--- config.mk ---
export PLATFORM = sky130hd
export DESIGN_NAME = seq_pattern_tx
export DESIGN_NICKNAME = d
export VERILOG_FILES = /design/src/rtl/seq_pattern_tx.sv
export SDC_FILE = /design/constraint.sdc
export NUM_CORES = 1
export LEC_CHECK = 0
export BUFFER_PORTS_ARGS = -buffer_cell sky130_fd_sc_hd__buf_2
export CELL_PAD_IN_SITES_DETAIL_PLACEMENT = 0
export CELL_PAD_IN_SITES_GLOBAL_PLACEMENT = 1
export CORE_ASPECT_RATIO = 2
export CORE_MARGIN = 1.5
export CORE_UTILIZATION = 40
export CTS_CLUSTER_SIZE = 30
export DETAILED_ROUTE_END_ITERATION = 10
export PLACE_DENSITY = 0.82
export SYNTH_ARGS = -nofsm -noshare
export SYNTH_HDL_FRONTEND = slang
export SYNTH_SLANG_ARGS = --single-unit
--- constraint.sdc ---
create_clock -name clk -period 2 [get_ports clk]
set_input_delay 0.6 -clock clk [delete_from_list [all_inputs] [get_ports clk]]
set_output_delay 0.6 -clock clk [all_outputs]
set_load 0.01 [all_outputs]
--- src/rtl/seq_pattern_tx.sv ---
// Serial pattern transmitter: captures a pattern of up to WIDTH bits and shifts it out
// MSB-first, repeating it load_repeat extra times, then pulses done for one cycle.
module seq_pattern_tx #(
  parameter  int WIDTH = 8,
  parameter  int RPT_W = 4,
  localparam int LEN_W = $clog2(WIDTH + 1)
) (
  input  logic             clk,
  input  logic             rst,
  input  logic             load_valid,
  output logic             load_ready,
  input  logic [WIDTH-1:0] load_data,
  input  logic [LEN_W-1:0] load_len,
  input  logic [RPT_W-1:0] load_repeat,
  output logic             out,
  output logic             out_valid,
  output logic             busy,
  output logic             done
);

  typedef enum logic [1:0] {
    ST_IDLE  = 2'd0,
    ST_SHIFT = 2'd1,
    ST_DONE  = 2'd2
  } state_t;

  state_t           r_state;
  logic [WIDTH-1:0] r_pat;
  logic [WIDTH-1:0] r_shift;
  logic [LEN_W-1:0] r_len;
  logic [LEN_W-1:0] r_cnt;
  logic [RPT_W-1:0] r_rpt;
  logic             r_out;
  logic             r_out_valid;
  logic             r_busy;
  logic             r_done;

  logic [LEN_W-1:0] w_len_eff;
  logic [WIDTH-1:0] w_aligned;

  // Out-of-range lengths fall back to the full width; the pattern is left-aligned so
  // the first bit to send always sits in the MSB of the shift register.
  assign w_len_eff = ((load_len == {LEN_W{1'b0}}) || (load_len > LEN_W'(WIDTH)))
                     ? LEN_W'(WIDTH) : load_len;
  assign w_aligned = load_data << (LEN_W'(WIDTH) - w_len_eff);

  assign load_ready = (r_state == ST_IDLE);
  assign out        = r_out;
  assign out_valid  = r_out_valid;
  assign busy       = r_busy;
  assign done       = r_done;

  // Transfer FSM with registered serial outputs.
  always_ff @(posedge clk or negedge rst) begin
    if (!rst) begin
      r_state     <= ST_IDLE;
      r_pat       <= {WIDTH{1'b0}};
      r_shift     <= {WIDTH{1'b0}};
      r_len       <= {LEN_W{1'b0}};
      r_cnt       <= {LEN_W{1'b0}};
      r_rpt       <= {RPT_W{1'b0}};
      r_out       <= 1'b0;
      r_out_valid <= 1'b0;
      r_busy      <= 1'b0;
      r_done      <= 1'b0;
    end else begin
      case (r_state)
        ST_IDLE: begin
          if (load_valid) begin
            r_state     <= ST_SHIFT;
            r_pat       <= w_aligned;
            r_shift     <= w_aligned << 1;
            r_len       <= w_len_eff;
            r_cnt       <= w_len_eff - LEN_W'(1);
            r_rpt       <= load_repeat;
            r_out       <= w_aligned[WIDTH-1];
            r_out_valid <= 1'b1;
            r_busy      <= 1'b1;
            r_done      <= 1'b0;
          end else begin
            r_out       <= 1'b0;
            r_out_valid <= 1'b0;
            r_busy      <= 1'b0;
            r_done      <= 1'b0;
          end
        end
        ST_SHIFT: begin
          if (r_cnt != {LEN_W{1'b0}}) begin
            r_cnt   <= r_cnt - LEN_W'(1);
            r_out   <= r_shift[WIDTH-1];
            r_shift <= r_shift << 1;
          end else if (r_rpt != {RPT_W{1'b0}}) begin
            // Reload from the saved copy so the repeat starts without a gap cycle.
            r_rpt   <= r_rpt - RPT_W'(1);
            r_cnt   <= r_len - LEN_W'(1);
            r_out   <= r_pat[WIDTH-1];
            r_shift <= r_pat << 1;
          end else begin
            r_state     <= ST_DONE;
            r_out       <= 1'b0;
            r_out_valid <= 1'b0;
            r_busy      <= 1'b1;
            r_done      <= 1'b1;
          end
        end
        ST_DONE: begin
          r_state     <= ST_IDLE;
          r_out       <= 1'b0;
          r_out_valid <= 1'b0;
          r_busy      <= 1'b0;
          r_done      <= 1'b0;
        end
        default: begin
          r_state     <= ST_IDLE;
          r_out       <= 1'b0;
          r_out_valid <= 1'b0;
          r_busy      <= 1'b0;
          r_done      <= 1'b0;
        end
      endcase
    end
  end

endmodule

Yosys cells after proc, flatten, opt, wreduce, memory -nomap -nowiden
Index checks and enable logic that the tools add are counted.

word-level totals
  flip-flop bits (word level) = 34
  input bits = 19
  output and inout port bits = 5
  logic and storage cells = 63

cells by class
  add/sub/neg operators = 5
  magnitude comparators = 1
  eq/ne operators = 6
  shift operators = 1
  muxes and demuxes = 29
  reductions and logical operators = 11

operators with widths
  operator                                           number
  two-way mux 4 bit                                  7
  two-way mux 8 bit                                  3
  one-hot mux 4 bit (2 select lines)                 2
  one-hot mux 8 bit (2 select lines)                 1
  subtractor 4 x 1 -> 4 bit (second input constant)  4
  two-way mux 1 bit                                  9
  != test 2 bit (second input constant)              4
  nonzero test 4 bit                                 2
  << shifter 8 x 4 -> 8 bit                          1
  two-way mux 2 bit                                  3
  one-hot mux 1 bit (2 select lines)                 3
  AND reduction 3 bit                                2
  > comparator 4 bit (second input constant)         1
  zero test 4 bit                                    1
  one-hot mux 2 bit (2 select lines)                 1
  AND reduction 2 bit                                2
  AND reduction 4 bit                                1
  subtractor 4 bit (first input constant)            1
  != test 3 bit (second input constant)              1
  == test 2 x 1 -> 1 bit (second input constant)     1
  zero test 2 bit                                    1
  nonzero test 2 bit                                 1
  logical OR 1 bit                                   1

Longest topological paths before layout
  depth after elaboration = 7
  depth in mapped cells = 9
  depth with buffers taken out = 8

Worst setup path after synthesis
OpenSTA, ideal clock, no wires.

  path type = input-to-reg
  start point = in load_len[0]
  end point = reg r_shift[7]
  setup time = 65 ps
  data arrival time = 2253 ps
  required time = 1935 ps
  slack = -317 ps
  cell stages on the path = 8
  cells stage by stage = nor2b_2 -> buf_6 -> clkinv_4 -> ha_1 -> xor2_4 -> mux4_1 -> nor2_1 -> a211o_1

on the way
  word-level cells in the longest chain between the ends = 7
  elaborated cells on any way between the ends = 8
  classes of those cells = 1 x add/sub; 1 x order compare; 1 x shift; 3 x mux; 2 x reduce/logical

ends and longest elaborated chain
  item                                                          line  RTL
  start: declaration                                            13    input logic [LEN_W-1:0] load_len,
  > comparator 4 bit / zero test 4 bit (equally long branches)  43    assign w_len_eff = ((load_len == {LEN_W{1'b0}}) || (load_len > LEN_W'(WIDTH)))
  logical OR 1 bit                                              43
  two-way mux 4 bit (*)                                         44    ? LEN_W'(WIDTH) : load_len;
  subtractor 4 bit (*)                                          45    assign w_aligned = load_data << (LEN_W'(WIDTH) - w_len_eff);
  << shifter 8 x 4 -> 8 bit (*)                                 45
  two-way mux 8 bit (*)                                         69    if (load_valid) begin
  one-hot mux 8 bit (2 select lines) (*)                        67    case (r_state)
  end signal: assignment                                        58    r_shift <= {WIDTH{1'b0}};
  end signal: assignment                                        72    r_shift <= w_aligned << 1;
  end signal: assignment                                        91    r_shift <= r_shift << 1;
  end: declaration                                              29    logic [WIDTH-1:0] r_shift;

Mark *: on every way between the ends. The rest lies on a longest branch, timed or not. The select of a mux whose other input is x is not followed.
A chain may end at the register's enable or synchronous reset.

Worst setup path after layout
  start point = in load_len[3]
  end point = reg r_shift[7]

Same word-level chain as after synthesis.

==> results.md <==
* Outcome: completed
* Total CTS buffers at 5
* Net Count, Synth at 225
* Reg2Reg Launch Point: r_cnt[3]
* Critical Path Source: load_len[3]
* GR Util All Layers at 19.0%
* Vias per cell at 5.33
* Final WS setup at 0.112 ns
* Max_slew headroom at 71.8%
* Crit. End Element: register
* Pre-Repair DR Iteration Count at 4
* Fin nets at 269
* Seq/Total Area, Yosys at 43.5%
* Register-to-register setup slack at 0.14 ns
* Gpl congestion at 0.834
* CTS Buffer Depth at 2
* Yosys Warn Count at 0
* Initial antenna violation count at 0
* Initial Util at 41.3%
* Total gr overflow at 0
* Post-route clock period utilization at 94.4%
* Netlist cell types at 48
* Final Slew Violations at 0
* # diodes at 0
* F_max at 530 MHz
* Die area at 5200 um^2
* Post-synth ARST share at 100%
* Mapped cell area at 1900 um^2
* DR WL/cell at 14.1 um
* Ratio of cells with drive above 1 in the final layout at 28.2%
* Row Count at 35
* TritonCTS clock tree: done
* Layout Area Growth over Synthesis at 22.8%
* Largest stage delay, worst path at 0.53 ns
* Buffers added on ports at 23
* Placed cells at 293
* Post-layout min period at 1.89 ns
* First-pass GRT wire length at 7.33 mm
* Ys flop type: dfrtp_1
* Top Usage Layer GRT: met2
* Clk sinks at 33
* Fill cells at 469
* Post-Syn Instances at 203
* Synthesis-stage register bit count at 33
* Crit path max fanout at 3
* Finished Layout Cells at 303
* Critical path's slowest cell: mux4_2
* Worst skew pair latency at 0.28 ns
* Antenna-violating nets left at 0
* Total of max-cap violations at 0
* CP cell instances: buf_2 -> nor2b_4 -> clkinv_8 -> ha_4 -> xor2_4 -> mux4_2 -> nor2_2 -> a211o_1
* Arr. time, crit path at 2.11 ns
* Largest net degree at the start of global routing at 34
* Buffer and inverter count on the worst path at 2
* Syn avg cell area at 9.36 um^2
* Least-Margin Pin Slew at 0.422 ns
* RSZ-0062 raised after global routing: no
* Core footprint at 4600 um^2
* PD cells at 1190 nW/um^2
* Final Hold Fails at 0
* Clock skew at 0.00626 ns
* Global-route met3 utilization at 2.23%
* Worst Setup Start Kind: primary input
* Iter 0 DRT Violations at 28
* Via count at 1615
* Die width at 51.7 um
* Met1 usage at 19.7%
* Worst path required time at 2.22 ns
* GR Layer Usage met2 at 35.0%
* Leakage power at 1.08 nW
* DP HPWL at 3.32 mm
* Hold Crit Class: in -> async
* CTS H-tree lvls at 2
* Final setup vio count at 0
* DRC viols at 0
* IO Pins at 24
* Worst VDD drop at 0.000730 V
* Dpl ws at -0.198 ns
* Routed wire length at 4.27 mm
* Largest delay share family, worst path: multiplexers
* Vias in the first global route at 1669
* Crit path kind: in -> reg
* Clock Tree Root: clkbuf_8
* Post-synth EDFFs at 0
* CTS Hold Bufs at 0
* Die height at 100 um
* CTS clk-pin slew, worst paths at 0.07 ns
kinds of logic (layout without fill, tap and decap cells):
kind of cell	Yosys count	in the layout	synth area share [%]
AOI/OAI and AO/OA	53	53	17.5
xor gates and xnor gates	4	4	2.83
and+or+nand+nor	81	81	20.4
adders and majority gates	3	3	1.98
DFF	33	33	43.5
buffers and inverters	15	60	4.15
muxes	14	14	9.62
placed cells by master (no fill, tap or decap), types with 3 or more instances in the layout:
cell       n
a211oi_1   3
a21oi_1   17
buf_2     23
buf_4     23
clkbuf_8   5
dfrtp_1   33
mux2i_1   10
mux4_2     3
nand2_1   31
nor2_1    25
nor3_1     6
o21ai_0   14
layer usage:
metal / up-vias / part of all wire (%)
li1: 810 / -
met1: 762 / 36
met2: 34 / 58
met3: 9 / 3.3
met4: 0 / 3.0
met5: - / 0
sequential cells by signal, indices dropped and copies added, names as in the netlist:
signal	count
r_cnt	4
out	1
r_pat	8
r_len	4
r_shift	7
r_rpt	4
done	1
busy	1
r_state	2
out_valid	1
through the flow:
stage / setup TNS (ns) / area [um^2] / hold slack, ns / power [mW] / utilization [%]
floorplan: -0.404 / 1920 / 0.304 / 1.94 / -
global placement: -1.05 / 2230 / 0.458 / 2.28 / 48.5
detailed placement: -1.44 / 2230 / 0.460 / 2.31 / 48.5
CTS: 0 / 2310 / 0.349 / 2.79 / 50.3
global route: 0 / 2330 / 0.388 / 3.01 / 50.7
finish: 0 / 2330 / 0.338 / 2.77 / 50.7
cell usage after synthesis, types with 3 or more instances:
master / number / area, um^2
a211oi_1: 3 / 22.5
ha_1: 3 / 37.5
a21oi_1: 17 / 85.1
nor2_1: 26 / 97.6
nor3b_1: 3 / 22.5
clkbuf_1: 6 / 22.5
mux2i_1: 10 / 100
o21ai_0: 14 / 70.1
nand2_1: 31 / 116
dfrtp_1: 33 / 826
nor3_1: 6 / 30.0
worst register-to-register path, stage by stage (launching register included):
cell	delay, ns
dfrtp_1	0.43
nor4_1	0.30
buf_4	0.20
a211oi_1	0.08
or2_1	0.25
ha_1	0.20
xor2_1	0.16
o21ai_0	0.16
power by group:
| group | switching, mW | internal (mW) |
|---|---|---|
| Combinational | 0.604 | 0.557 |
| Clock | 0.229 | 0.241 |
| Sequential | 0.194 | 0.948 |
| Total | 1.03 | 1.75 |
final cells by class:
| cell class | instances | area, um^2 | area share (%) |
|---|---|---|---|
| Clock buffer | 6 | 72.6 | 3.11 |
| Clock inverter | 2 | 10.0 | 0.429 |
| Inverter | 5 | 31.3 | 1.34 |
| Multi-Input combinational cell | 155 | 1020 | 43.6 |
| Sequential cell | 33 | 826 | 35.4 |
| Tap cell | 55 | 68.8 | 2.95 |
| Timing Repair Buffer | 47 | 308 | 13.2 |
final timing paths:
check,to,depth (start not counted)
max in group asynchronous,r_pat[5],2
hold / removal,r_cnt[1],2
hold reg to reg,r_len[1],2
setup reg to reg,r_cnt[2],7
min in group clk,r_len[1],2
setup / recovery,r_shift[7],8
timing repair:
action | in CTS | in global routing
gates resized for setup | 0 | 1
endpoints found under the setup margin | 0 | 9
setup buffers | 0 | 2
No activity file was read; power rests on OpenSTA's default activity.
